File: src/rtl/rv_fetch_unit.sv
// Purpose: instruction fetch stage; walks the PC, reads imem one word at a time, queues instructions for decode.
// Latency: imem ack in cycle N -> instruction at queue head (inst_valid_o) in cycle N+1.
// Backpressure: a read is only issued when a queue slot is guaranteed; a full queue simply idles imem.
module rv_fetch_unit #(
    parameter int MEM_ADDR_WIDTH = 64,
    parameter int MEM_DATA_WIDTH = 64,
    parameter int QUEUE_DEPTH    = 4
) (
    input  logic                      clk_i,
    input  logic                      arst_ni,
    input  logic [MEM_ADDR_WIDTH-1:0] boot_addr_i,
    output logic                      imem_req_o,
    output logic [MEM_ADDR_WIDTH-1:0] imem_addr_o,
    input  logic [MEM_DATA_WIDTH-1:0] imem_data_i,
    input  logic                      imem_ack_i,
    input  logic                      redirect_i,
    input  logic [MEM_ADDR_WIDTH-1:0] redirect_pc_i,
    output logic                      inst_valid_o,
    output logic [31:0]               inst_o,
    output logic [MEM_ADDR_WIDTH-1:0] inst_pc_o,
    input  logic                      inst_ready_i
);

    localparam int PTR_W = (QUEUE_DEPTH > 1) ? $clog2(QUEUE_DEPTH) : 1;
    localparam int CNT_W = PTR_W + 1;
    localparam logic [CNT_W-1:0]          DEPTH_C    = CNT_W'(QUEUE_DEPTH);
    localparam logic [MEM_ADDR_WIDTH-1:0] WORD_MASK  = ~(MEM_ADDR_WIDTH'(MEM_DATA_WIDTH / 8 - 1));
    localparam logic [MEM_ADDR_WIDTH-1:0] INST_MASK  = ~(MEM_ADDR_WIDTH'(3));
    localparam logic [MEM_ADDR_WIDTH-1:0] INST_BYTES = MEM_ADDR_WIDTH'(4);

    localparam logic [1:0] ST_BOOT    = 2'd0;
    localparam logic [1:0] ST_IDLE    = 2'd1;
    localparam logic [1:0] ST_REQ     = 2'd2;
    localparam logic [1:0] ST_DISCARD = 2'd3;

    // Unsupported configurations stop elaboration instead of producing a silently broken fetch unit.
    if (!(MEM_DATA_WIDTH == 32 || MEM_DATA_WIDTH == 64)) begin : g_bad_data_width
        $fatal(1, "rv_fetch_unit: MEM_DATA_WIDTH must be 32 or 64");
    end
    if (QUEUE_DEPTH < 2 || (QUEUE_DEPTH & (QUEUE_DEPTH - 1)) != 0) begin : g_bad_queue_depth
        $fatal(1, "rv_fetch_unit: QUEUE_DEPTH must be a power of 2 and >= 2");
    end

    logic [1:0]                state_q, state_d;
    logic [MEM_ADDR_WIDTH-1:0] pc_q, pc_d;
    logic [MEM_ADDR_WIDTH-1:0] addr_q, addr_d;
    logic [PTR_W-1:0]          rd_ptr_q, rd_ptr_d, wr_ptr_q, wr_ptr_d;
    logic [CNT_W-1:0]          count_q, count_d;
    logic [31:0]               inst_mem_q [QUEUE_DEPTH];
    logic [31:0]               inst_mem_d [QUEUE_DEPTH];
    logic [MEM_ADDR_WIDTH-1:0] pc_mem_q [QUEUE_DEPTH];
    logic [MEM_ADDR_WIDTH-1:0] pc_mem_d [QUEUE_DEPTH];

    logic                      redirect_vld;
    logic                      push;
    logic                      pop;
    logic [31:0]               fetch_inst;
    logic [MEM_ADDR_WIDTH-1:0] redirect_pc;

    // A 64-bit word holds two instructions; pc[2] picks the half that belongs to the fetched PC.
    if (MEM_DATA_WIDTH == 64) begin : g_lane64
        assign fetch_inst = pc_q[2] ? imem_data_i[63:32] : imem_data_i[31:0];
    end else begin : g_lane32
        assign fetch_inst = imem_data_i[31:0];
    end

    // Redirects are ignored while booting; a pop in the redirect cycle still counts as accepted.
    assign redirect_vld = redirect_i && (state_q != ST_BOOT);
    assign redirect_pc  = redirect_pc_i & INST_MASK;
    assign pop          = (count_q != '0) && inst_ready_i;
    assign push         = (state_q == ST_REQ) && imem_ack_i && !redirect_vld;

    // Instruction queue: wrap-around pointers plus occupancy count; a redirect empties it.
    always_comb begin
        inst_mem_d = inst_mem_q;
        pc_mem_d   = pc_mem_q;
        rd_ptr_d   = rd_ptr_q;
        wr_ptr_d   = wr_ptr_q;
        count_d    = count_q;
        if (redirect_vld) begin
            rd_ptr_d = '0;
            wr_ptr_d = '0;
            count_d  = '0;
        end else begin
            if (push) begin
                inst_mem_d[wr_ptr_q] = fetch_inst;
                pc_mem_d[wr_ptr_q]   = pc_q;
                wr_ptr_d             = wr_ptr_q + 1'b1;
            end
            if (pop) begin
                rd_ptr_d = rd_ptr_q + 1'b1;
            end
            count_d = count_q + {{(CNT_W-1){1'b0}}, push} - {{(CNT_W-1){1'b0}}, pop};
        end
    end

    // Fetch FSM: a new read starts only when the post-push/pop occupancy still leaves a slot for it.
    always_comb begin
        state_d = state_q;
        pc_d    = pc_q;
        addr_d  = addr_q;
        case (state_q)
            ST_BOOT: begin
                pc_d    = boot_addr_i;
                state_d = ST_IDLE;
            end
            ST_IDLE: begin
                if (redirect_vld) begin
                    pc_d = redirect_pc;
                end else if (count_d < DEPTH_C) begin
                    addr_d  = pc_q & WORD_MASK;
                    state_d = ST_REQ;
                end
            end
            ST_REQ: begin
                if (redirect_vld) begin
                    // The outstanding handshake must still complete; its data is dropped.
                    pc_d    = redirect_pc;
                    state_d = imem_ack_i ? ST_IDLE : ST_DISCARD;
                end else if (imem_ack_i) begin
                    pc_d = pc_q + INST_BYTES;
                    if (count_d < DEPTH_C) begin
                        addr_d  = (pc_q + INST_BYTES) & WORD_MASK;
                        state_d = ST_REQ;
                    end else begin
                        state_d = ST_IDLE;
                    end
                end
            end
            ST_DISCARD: begin
                if (redirect_vld) begin
                    pc_d = redirect_pc;
                end
                if (imem_ack_i) begin
                    state_d = ST_IDLE;
                end
            end
            default: state_d = ST_BOOT;
        endcase
    end

    // State registers; reset forgets any in-flight read.
    always_ff @(posedge clk_i or negedge arst_ni) begin
        if (!arst_ni) begin
            state_q  <= ST_BOOT;
            pc_q     <= '0;
            addr_q   <= '0;
            rd_ptr_q <= '0;
            wr_ptr_q <= '0;
            count_q  <= '0;
            for (int i = 0; i < QUEUE_DEPTH; i++) begin
                inst_mem_q[i] <= '0;
                pc_mem_q[i]   <= '0;
            end
        end else begin
            state_q    <= state_d;
            pc_q       <= pc_d;
            addr_q     <= addr_d;
            rd_ptr_q   <= rd_ptr_d;
            wr_ptr_q   <= wr_ptr_d;
            count_q    <= count_d;
            inst_mem_q <= inst_mem_d;
            pc_mem_q   <= pc_mem_d;
        end
    end

    assign imem_req_o   = (state_q == ST_REQ) || (state_q == ST_DISCARD);
    assign imem_addr_o  = addr_q;
    assign inst_valid_o = (count_q != '0);
    assign inst_o       = inst_valid_o ? inst_mem_q[rd_ptr_q] : '0;
    assign inst_pc_o    = inst_valid_o ? pc_mem_q[rd_ptr_q] : '0;

endmodule

File: config.mk
export PLATFORM = sky130hd
export DESIGN_NAME = rv_fetch_unit
export DESIGN_NICKNAME = d
export VERILOG_FILES = /design/src/rtl/rv_fetch_unit.sv
export SDC_FILE = /design/constraint.sdc
export NUM_CORES = 1
export LEC_CHECK = 0
export CORE_MARGIN = 2
export CORE_UTILIZATION = 45
export CTS_CLUSTER_DIAMETER = 100
export DETAILED_ROUTE_END_ITERATION = 12
export PLACE_DENSITY = 0.7
export SYNTH_ARGS = -nofsm -noshare
export SYNTH_HDL_FRONTEND = slang
export SYNTH_SLANG_ARGS = --single-unit
File: constraint.sdc
create_clock -name clk_i -period 8.54 [get_ports clk_i]
set_clock_uncertainty 0.1 [all_clocks]
set_input_delay 1.708 -clock clk_i [delete_from_list [all_inputs] [get_ports clk_i]]
set_output_delay 1.708 -clock clk_i [all_outputs]
set_load 0.02 [all_outputs]
# After elaboration in Yosys (flattened, before gate mapping)
# Cells that the tools add are included.
# word_totals
regBits,521
in_bits,197
# op_classes
n_bitwise,3
magnitude_cmp,4
eq_ne,11
n_addsub,5
n_reduce_logical,18
n_mux,38
# op_table
op,n
$mux W64,12
$bwmux W256,1
$pmux W64 S3,1
$mux W32,5
$bmux W64 S2,1
$bwmux W128,1
$demux W64 S2,1
$pmux W64 S2,1
$add A64 B3 Y64 const B,1
$bmux W32 S2,1
$demux W32 S2,1
$mux W2,11
$ne A2 B2 Y1 const B,6
$pmux W2 S4,1
$reduce_bool A2 Y1,4
$ge A3 B3 Y1 const B,2
$not A2 Y3,2
$reduce_and A6 Y1,1
$logic_and A1 B1 Y1,5
$add A2 B1 Y2 const B,2
$eq A2 B2 Y1 const B,2
$reduce_and A2 Y1,2
$reduce_and A4 Y1,1
$add A3 B1 Y3,1
other kinds (13),13

# Logic depth before layout (Yosys ltp)
# Gate-level depths: netlist of the first run.
# logic_depth
depth_word,12
mapped_depth,18
ltp_nobuf,15

# Least setup slack after synthesis of the first run
# OpenSTA, ideal clock, no wires.
# synth_path
kind,input port to flip-flop
startpoint,input imem_ack_i
endpoint,"register addr_q[3], in the netlist imem_addr_o[3]"
cell_stages,15
arrival_ps,4471
required_ps,8302
setup_slack_ps,3831
n_path_buf,4
path_cell_list,clkbuf_1 nand2_1 nor2_1 inv_1 ha_1 inv_1 ha_1 inv_1 fa_1 xnor3_1 and3_1 clkbuf_1 clkbuf_1 buf_1 a31oi_1
# synth_via
elab_chain_len,8
elab_cells_between_ends,10
# synth_lines
item,line,source
"start, declared",15,"input logic imem_ack_i,"
$logic_and A1 B1 Y1 (2 in series),71,assign push = (state_q == ST_REQ) && imem_ack_i && !redirect_vld;
$add A3 B1 Y3,93,"count_d = count_q + {{(CNT_W-1){1'b0}}, push} - {{(CNT_W-1){1'b0}}, pop};"
$sub A3 B1 Y3,93,
$mux W3,80,if (redirect_vld) begin
$lt A3 B3 Y1,"110, 122",
$ne A2 B2 Y1 (no line),n/a,
$reduce_and A6 Y1 (no line) *,n/a,
"end signal, assigned",158,addr_q <= addr_d;
"end, declared",46,"logic [MEM_ADDR_WIDTH-1:0] addr_q, addr_d;"
# Mark *: on every way between the ends. The rest lies on a longest branch, timed or not.
# A chain may end at the register's enable or synchronous reset.

# Final worst setup path of the first run
# layout_path
startpoint,register rd_ptr_q[0]
endpoint,output inst_pc_o[59]
# layout_via
elab_chain_len,5
# layout_lines
item,line,source
"start, declared",47,"logic [PTR_W-1:0] rd_ptr_q, rd_ptr_d, wr_ptr_q, wr_ptr_d;"
"start signal, assigned",159,rd_ptr_q <= rd_ptr_d;
$not A2 Y3 (not written as such),171,assign inst_pc_o = inst_valid_o ? pc_mem_q[rd_ptr_q] : '0;
$bmux W64 S2,171,
$mux W64 (not written as such) (2 in series),171,
$mux W64,171,
"end, declared",20,"output logic [MEM_ADDR_WIDTH-1:0] inst_pc_o,"
# Every way passes these cells. The select of a mux whose other input is x is not followed.

==> results.rst, run 1 <==
.. list-table::
   :header-rows: 1

   * - Metric
     - Value
   * - Filler-free cell count of the finished design
     - 3552
   * - Average wire per standard cell
     - 23.2 um
   * - Measured slew at the worst slew-check pin
     - 1.09 ns
   * - Most congested layer reported by global routing
     - met2
   * - Total global routing overflow
     - 0
   * - EDFF count, synth
     - 0
   * - X dimension of the die
     - 248 um
   * - Final sum of negative setup slack
     - 0 ns
   * - Worst path buffer plus inverter count
     - 2
   * - Final GP Congestion
     - 0.925
   * - Final worst path period share
     - 67.5%
   * - Clock tree from TritonCTS
     - built
   * - Mean number of vias per cell
     - 6.05
   * - Minimum clock period after layout
     - 5.77 ns
   * - Flop and latch count out of synthesis
     - 518
   * - Synth-to-layout area growth
     - 21.5%
   * - Number of top-level pins
     - 359
   * - Total clock buffers created by CTS
     - 54
   * - Number of slew-limit violations in the final report
     - 0
   * - Path category of the worst min-delay check
     - flop to flop
   * - Total number of clock tree sinks
     - 518
   * - Dominant register cell in the synthesized netlist
     - dfrtp_1
   * - Worst rel slew slack
     - 27.3%
   * - Net total in the final layout
     - 2944
   * - Number of buffers on the longest clock path
     - 3
   * - Max rail drop VDD
     - 0.236 mV
   * - Longest individual stage delay on the worst path
     - 1.05 ns
   * - Wire length of the first global-routing pass
     - 126 mm
   * - Share of final-layout standard cells stronger than drive strength 1
     - 16.5%
   * - Placed standard-cell area
     - 30800 um^2
   * - Number of different library cells in the post-synthesis netlist
     - 70
   * - Share of the core filled with cells in the final layout
     - 55.2%
   * - Post-CTS setup-driven buffer insertion count
     - 0
   * - Number of global-route vias before repair
     - 21.4k
   * - Register area share after synthesis
     - 48.3%
   * - Cells resized by post-CTS repair
     - 0
   * - Post-CTS Hold Buffers
     - 0
   * - Leakage power of the design
     - 13.8 nW
   * - Detailed Route Iter0 Violations
     - 1776
   * - Via count
     - 21.5k
   * - Synthesis warning total
     - 0
   * - Critical-path cell list
     - buf_4 -> mux4_2 -> and2_1 -> clkdlybuf4s50_1
   * - Dominant delay contributor by cell family on the critical path
     - buffers and inverters
   * - GRT met1 Usage
     - 36.0%
   * - Port-buffer cells
     - 353
   * - Standard-cell rows
     - 89
   * - Standard cell core area
     - 59000 um^2
   * - Worst setup path class
     - flop to output port
   * - Starting density of the core
     - 45.4%
   * - Commonest non-fill, non-tap cell in the layout
     - dfrtp_1
   * - Unrepaired setup endpoints after global routing
     - no
   * - Remaining DRCs
     - 0
   * - Synth top area cells
     - dfrtp_1, mux2_2, mux4_2, o21ai_0, nand2_1
   * - Hold Vio Cnt, Final
     - 0
   * - Antenna violations before repair
     - 1
   * - Synthesized instance count
     - 2534
   * - Remaining antenna violation count
     - 0
   * - Max-cap viol count
     - 0
   * - Overall die area
     - 61600 um^2
   * - Cell type contributing the most total cell area after synthesis
     - dfrtp_1
   * - Largest net degree at the start of global routing
     - 175
   * - Total number of H-tree levels
     - 2
   * - Result of the run
     - complete, no violations
   * - Post-route cell area
     - 32600 um^2
   * - Post-synth design cell area
     - 26800 um^2
   * - Worst-path clk slew
     - 0.07 ns
   * - Instance count after placement with tap cells included
     - 3452
   * - Detailed Routing Iterations Pass 1
     - 6
   * - Commonest non-fill, non-tap cells in the layout
     - dfrtp_1, clkdlybuf4s50_1, nand2_1
   * - Max stage delay cell, worst path
     - dfrtp_4
   * - Met3 capacity usage during global routing
     - 5.91%
   * - Highest Clock Rate
     - 173 MHz
   * - Clock root buffer master
     - clkbuf_16
   * - Detailed placement HPWL
     - 54.4 mm
   * - Global-route met2 utilization
     - 42.0%
   * - Largest fanout of any net on the critical path
     - 44
   * - Aggregate global-route resource usage
     - 26.7%
   * - Die outline height
     - 248 um
   * - Startpoint class of the critical path
     - flop
   * - Worst Path Arrival
     - 3.96 ns
   * - Critical Path Sink Type
     - output port
   * - Required arrival time at the worst endpoint
     - 6.73 ns
   * - Clock insertion delay at the later pin of the skew report
     - 0.62 ns
   * - Synthesized area per cell
     - 10.6 um^2
   * - Wirelength, routed
     - 82.4 mm
   * - Async set-reset flop share out of synthesis
     - 100%
   * - Top cell type's share of synthesized area
     - 48.3%
   * - Power density over the cells
     - 333 nW/um^2
   * - Setup-violating endpoint count in the final report
     - 0
   * - Layout filler cell count
     - 5035
worst register-to-register path, cell delays in order (launching register included):
cell      delay (ns)
dfrtp_1         0.44
inv_1           0.13
ha_4            0.15
nor2b_1         0.04
buf_4           0.19
nor2_1          0.61
inv_1           0.10
ha_1            0.29
inv_1           0.06
ha_1            0.13
inv_1           0.05
fa_1            0.37
xnor3_1         0.36
nand3_4         0.54
or4_1           0.68
o221ai_1        0.19
a31o_2          0.15
registers in the layout (all words and copies together), names as in the netlist:
| name | count |
|---|---|
| inst_mem_q | 128 |
| rd_ptr_q | 2 |
| pc_q | 64 |
| count_q | 3 |
| wr_ptr_q | 2 |
| state_q | 2 |
| imem_addr_o | 61 |
| pc_mem_q | 256 |
stage by stage:
| stage | hold slack [ns] | setup WS (ns) | total power, W |
|---|---|---|---|
| finish | 0.375 | 2.77 | 0.0109 |
| global route | 0.386 | 2.46 | 0.0115 |
| CTS | 0.378 | 2.60 | 0.0109 |
| detailed placement | 0.366 | 2.21 | 0.00845 |
| global placement | 0.356 | 2.28 | 0.00830 |
| floorplan | 0.345 | 3.83 | 0.00657 |
layer usage:
| metal | up-vias | routed length [um] | share of wire, % |
|---|---|---|---|
| met4 | 2 | 3380 | 4.1 |
| met3 | 217 | 6690 | 8.1 |
| met2 | 945 | 38100 | 46 |
| li1 | 9552 | - | - |
| met1 | 10769 | 34200 | 41 |
| met5 | - | 9 | 0.011 |
worst paths after layout:
check                                     startpoint                          end  slack [ns]  cells past startpoint
max                          rd_ptr_q[0]$_DFFE_PN0P_                inst_pc_o[59]        2.77                      4
min                        inst_mem_q[7]$_DFFE_PN0P_    inst_mem_q[7]$_DFFE_PN0P_        0.37                      2
max reg2reg                   state_q[1]$_DFFE_PN0P_  imem_addr_o[58]$_DFFE_PN0P_        3.89                     16
min reg2reg                inst_mem_q[7]$_DFFE_PN0P_    inst_mem_q[7]$_DFFE_PN0P_        0.37                      2
max in group asynchronous                    arst_ni    pc_mem_q[216]$_DFFE_PN0P_        5.64                      2
min in group asynchronous                    arst_ni  inst_mem_q[116]$_DFFE_PN0P_        1.07                      1
final cells by class:
cell class                      count  area, um^2  share of cell area, %
Multi-Input combinational cell   1748       12900                   39.5
Clock inverter                     17         224                  0.687
Tap cell                          773         967                   2.97
Inverter                           28         105                  0.322
Antenna cell                        1        2.50                0.00768
Timing Repair Buffer              385        3850                   11.8
Clock buffer                       82        1600                   4.90
Sequential cell                   518       13000                   39.8
cells in the mapped netlist (16+ instances only):
| cell type | count |
|---|---|
| a21oi_1 | 44 |
| a221oi_1 | 19 |
| a31oi_1 | 31 |
| and2_1 | 117 |
| buf_1 | 38 |
| buf_2 | 26 |
| clkbuf_1 | 173 |
| dfrtp_1 | 518 |
| inv_1 | 28 |
| mux2_2 | 201 |
| mux2i_1 | 50 |
| mux4_2 | 96 |
| nand2_1 | 334 |
| nand2b_1 | 16 |
| nand3_1 | 55 |
| nand4_1 | 50 |
| nor2_1 | 85 |
| nor3_1 | 34 |
| nor4_1 | 33 |
| o211ai_1 | 25 |
| o21ai_0 | 273 |
| o22ai_1 | 17 |
| o31ai_1 | 23 |
| or3_1 | 19 |
| or4_1 | 28 |
| xnor2_1 | 32 |
| xor2_1 | 18 |
where the power goes:
| group | total, W | switching, W | internal, W |
|---|---|---|---|
| sequential | 0.00393 | 0.000872 | 0.00306 |
| combinational | 0.00450 | 0.00251 | 0.00199 |
| clock | 0.00242 | 0.00101 | 0.00141 |
kinds of logic (layout without fill, tap and decap cells):
family,after synthesis,in the layout,synth area share (%)
and+or+nand+nor,833,833,15.7
xor gates and xnor gates,51,51,1.72
AOI/OAI and AO/OA,502,502,11.3
buffers and inverters,270,512,3.97
other,1,4,0.0140
muxes,347,347,18.4
adders and majority gates,12,12,0.588
DFF,518,518,48.3
(Power assumes the default switching activity.)
==> inputs of run 2 (changes only) <==
clock period = 5.5 ns   (was 8.54 ns; I/O delays follow)
==> run 2 against run 1 <==
Effect of this change: cell count is 0.39% higher; total power is 58% higher; clock power is 60% higher; non-clock buffer count is 15 higher; sequential share of layout area is 0.26 points lower; hold slack hardly changed; largest power group unchanged.
==> results.rst, run 2 (synthesis gave the netlist of run 1 again) <==
.. list-table::
   :header-rows: 1

   * - Metric
     - Value
   * - Pre-CTS WS
     - 0.651 ns (-1.56 ns)
   * - Worst rel slew slack
     - 22.8% (-4.5 points)
   * - Commonest non-fill, non-tap cell in the layout
     - dfrtp_1
   * - Total clock buffers created by CTS
     - 55 (+1.9%)
   * - Remaining DRCs
     - 0 (unchanged)
   * - Remaining antenna violation count
     - 0 (unchanged)
   * - Average wire per standard cell
     - 23.5 um (+1.2%)
   * - Largest fanout of any net on the critical path
     - 54 (+23%)
   * - Count of inserted antenna diode cells
     - 0 (-1)
   * - Power density over the cells
     - 521 nW/um^2 (+56%)
   * - Worst-path clk slew
     - 0.06 ns (about the same)
   * - Worst path buffer plus inverter count
     - 2 (unchanged)
   * - Wire length of the first global-routing pass
     - 127 mm (+1.3%)
   * - Antenna violations before repair
     - 2 (+1)
   * - Standard cell core area
     - 59000 um^2 (unchanged)
   * - Overall die area
     - 61600 um^2 (unchanged)
   * - Die outline height
     - 248 um (unchanged)
   * - Final worst path period share
     - 79.9%
   * - Aggregate global-route resource usage
     - 27.0% (+0.32 points)
   * - Max stage delay cell, worst path
     - dfrtp_4
   * - Clock root buffer master
     - clkbuf_16
   * - Port-buffer cells
     - 353 (unchanged)
   * - Net total in the final layout
     - 2960 (+0.54%)
   * - Hold Vio Cnt, Final
     - 0 (unchanged)
   * - Max-cap viol count
     - 0 (unchanged)
   * - Via count
     - 21.7k (+0.78%)
   * - Commonest non-fill, non-tap cells in the layout
     - dfrtp_1, clkdlybuf4s50_1, nand2_1
   * - Path category of the worst min-delay check
     - flop to flop
   * - Critical Path Sink Type
     - output port
   * - Register Area
     - 13000 um^2 (unchanged)
   * - Cells resized by post-CTS repair
     - 0 (unchanged)
   * - Post-CTS Hold Buffers
     - 0 (unchanged)
   * - Register with the most flip-flops
     - pc_mem_q
   * - Critical-path cell list
     - buf_12 -> mux4_2 -> and2_1 -> clkdlybuf4s50_1
   * - Clock tree from TritonCTS
     - built
   * - Total global routing overflow
     - 0 (unchanged)
   * - Leakage power of the design
     - 13.9 nW (+0.89%)
   * - Measured slew at the worst slew-check pin
     - 1.16 ns (+0.0668 ns)
   * - Total number of clock tree sinks
     - 518 (unchanged)
   * - X dimension of the die
     - 248 um (unchanged)
   * - Number of global-route vias before repair
     - 21.6k (+1.0%)
   * - Clock insertion delay at the later pin of the skew report
     - 0.62 ns (about the same)
   * - Detailed Route Iter0 Violations
     - 2145 (+21%)
   * - Required arrival time at the worst endpoint
     - 4.30 ns (-2.43 ns)
   * - Dominant delay contributor by cell family on the critical path
     - buffers and inverters
   * - Setup-violating endpoint count in the final report
     - 0 (unchanged)
   * - Startpoint class of the critical path
     - flop
   * - Final hold slack
     - 0.375 ns (+0.000450 ns)
   * - Longest individual stage delay on the worst path
     - 0.93 ns (-0.12 ns)
   * - Starting density of the core
     - 45.4% (unchanged)
   * - Unrepaired setup endpoints after global routing
     - no
   * - Share of final-layout standard cells stronger than drive strength 1
     - 17.2% (+0.63 points)
   * - Largest net degree at the start of global routing
     - 134 (-23%)
   * - Number of top-level pins
     - 359 (unchanged)
   * - Final sum of negative setup slack
     - 0 ns (unchanged)
   * - Standard-cell rows
     - 89 (unchanged)
   * - Wirelength, routed
     - 83.7 mm (+1.6%)
   * - Total number of H-tree levels
     - 2 (unchanged)
   * - Highest Clock Rate
     - 228 MHz
   * - Mean number of vias per cell
     - 6.07 (+0.39%)
   * - Top Registers
     - pc_mem_q (256), inst_mem_q (128), pc_q (64)
   * - Final GP Congestion
     - 0.929 (+0.45%)
   * - Flip-flop count of the largest register, all copies and words added
     - 256 (unchanged)
   * - Worst setup path class
     - flop to output port
   * - Layout filler cell count
     - 4970 (-1.3%)
   * - Max rail drop VDD
     - 0.373 mV (+58%)
   * - Detailed placement HPWL
     - 56.8 mm (+4.4%)
   * - Number of slew-limit violations in the final report
     - 0 (unchanged)
   * - Worst path setup slack after routing
     - 1.11 ns (-1.67 ns)
   * - Result of the run
     - complete, no violations
   * - Post-CTS setup-driven buffer insertion count
     - 0 (unchanged)
   * - Worst Path Arrival
     - 3.19 ns (-0.77 ns)
   * - Minimum clock period after layout
     - 4.39 ns
   * - Overall power of the completed layout
     - 0.0171 W (+58%)
   * - Detailed Routing Iterations Pass 1
     - 7 (+1)
   * - Synth-to-layout area growth
     - 22.3%
   * - Number of buffers on the longest clock path
     - 3 (unchanged)
   * - Area occupied by multi-input gates
     - 12900 um^2 (unchanged)
==> run 2: metal layers <==
layer / GRT usage (%) / wire, um
met5: 0 / 13
met4: 9.68 / 2840
met3: 4.79 / 6790
met2: 43.8 / 39400
met1: 36.5 / 34600
==> run 2: final timing paths <==
kind                                          start  slack, ns  cells past startpoint                           to
max reg2reg                    count_q[1]$_DFF_PN0_       1.19                     13  imem_addr_o[58]$_DFFE_PN0P_
min                        pc_mem_q[40]$_DFFE_PN0P_       0.38                      2     pc_mem_q[40]$_DFFE_PN0P_
min reg2reg                pc_mem_q[40]$_DFFE_PN0P_       0.38                      2     pc_mem_q[40]$_DFFE_PN0P_
min in group asynchronous                   arst_ni       0.44                      1  inst_mem_q[114]$_DFFE_PN0P_
max in group asynchronous                   arst_ni       3.49                      2         pc_q[23]$_DFFE_PN0P_
max                         rd_ptr_q[1]$_DFFE_PN0P_       1.11                      4                inst_pc_o[32]
==> run 2: power breakdown <==
| part | switching (W) | internal [W] |
|---|---|---|
| clock network | 0.00159 | 0.00229 |
| registers | 0.00134 | 0.00476 |
| logic | 0.00397 | 0.00315 |
| total | 0.00690 | 0.0102 |
==> run 2: final cells by class <==
| cell class | instances | share of cell area, % |
|---|---|---|
| Sequential cell | 518 | 39.5 |
| Clock buffer | 72 | 4.67 |
| Timing Repair Buffer | 400 | 12.2 |
| Multi-Input combinational cell | 1748 | 39.3 |
| Clock inverter | 27 | 1.04 |
| Inverter | 28 | 0.320 |
| Tap cell | 773 | 2.95 |
==> run 2: metrics by stage <==
stage | cell area [um^2] | utilization [%] | std cells
2_1_floorplan | 26800 | - | 2536
3_3_place_gp | 30900 | 52.4 | 3467
3_5_place_dp | 30900 | 52.4 | 3467
4_1_cts | 32800 | 55.6 | 3566
5_1_grt | 32800 | 55.6 | 3566
6_report | 32800 | 55.6 | 3566
==> run 2: worst register-to-register path: cells and delay by family (launching register included) <==
kind,cells,cell delay [ns]
adder cells (fa/ha/maj),3,0.80
AO/OA/AOI/OAI,2,0.35
flip-flops,1,0.42
buffers and inverters,3,0.53
XOR/XNOR,1,0.36
AND/OR/NAND/NOR,4,1.63
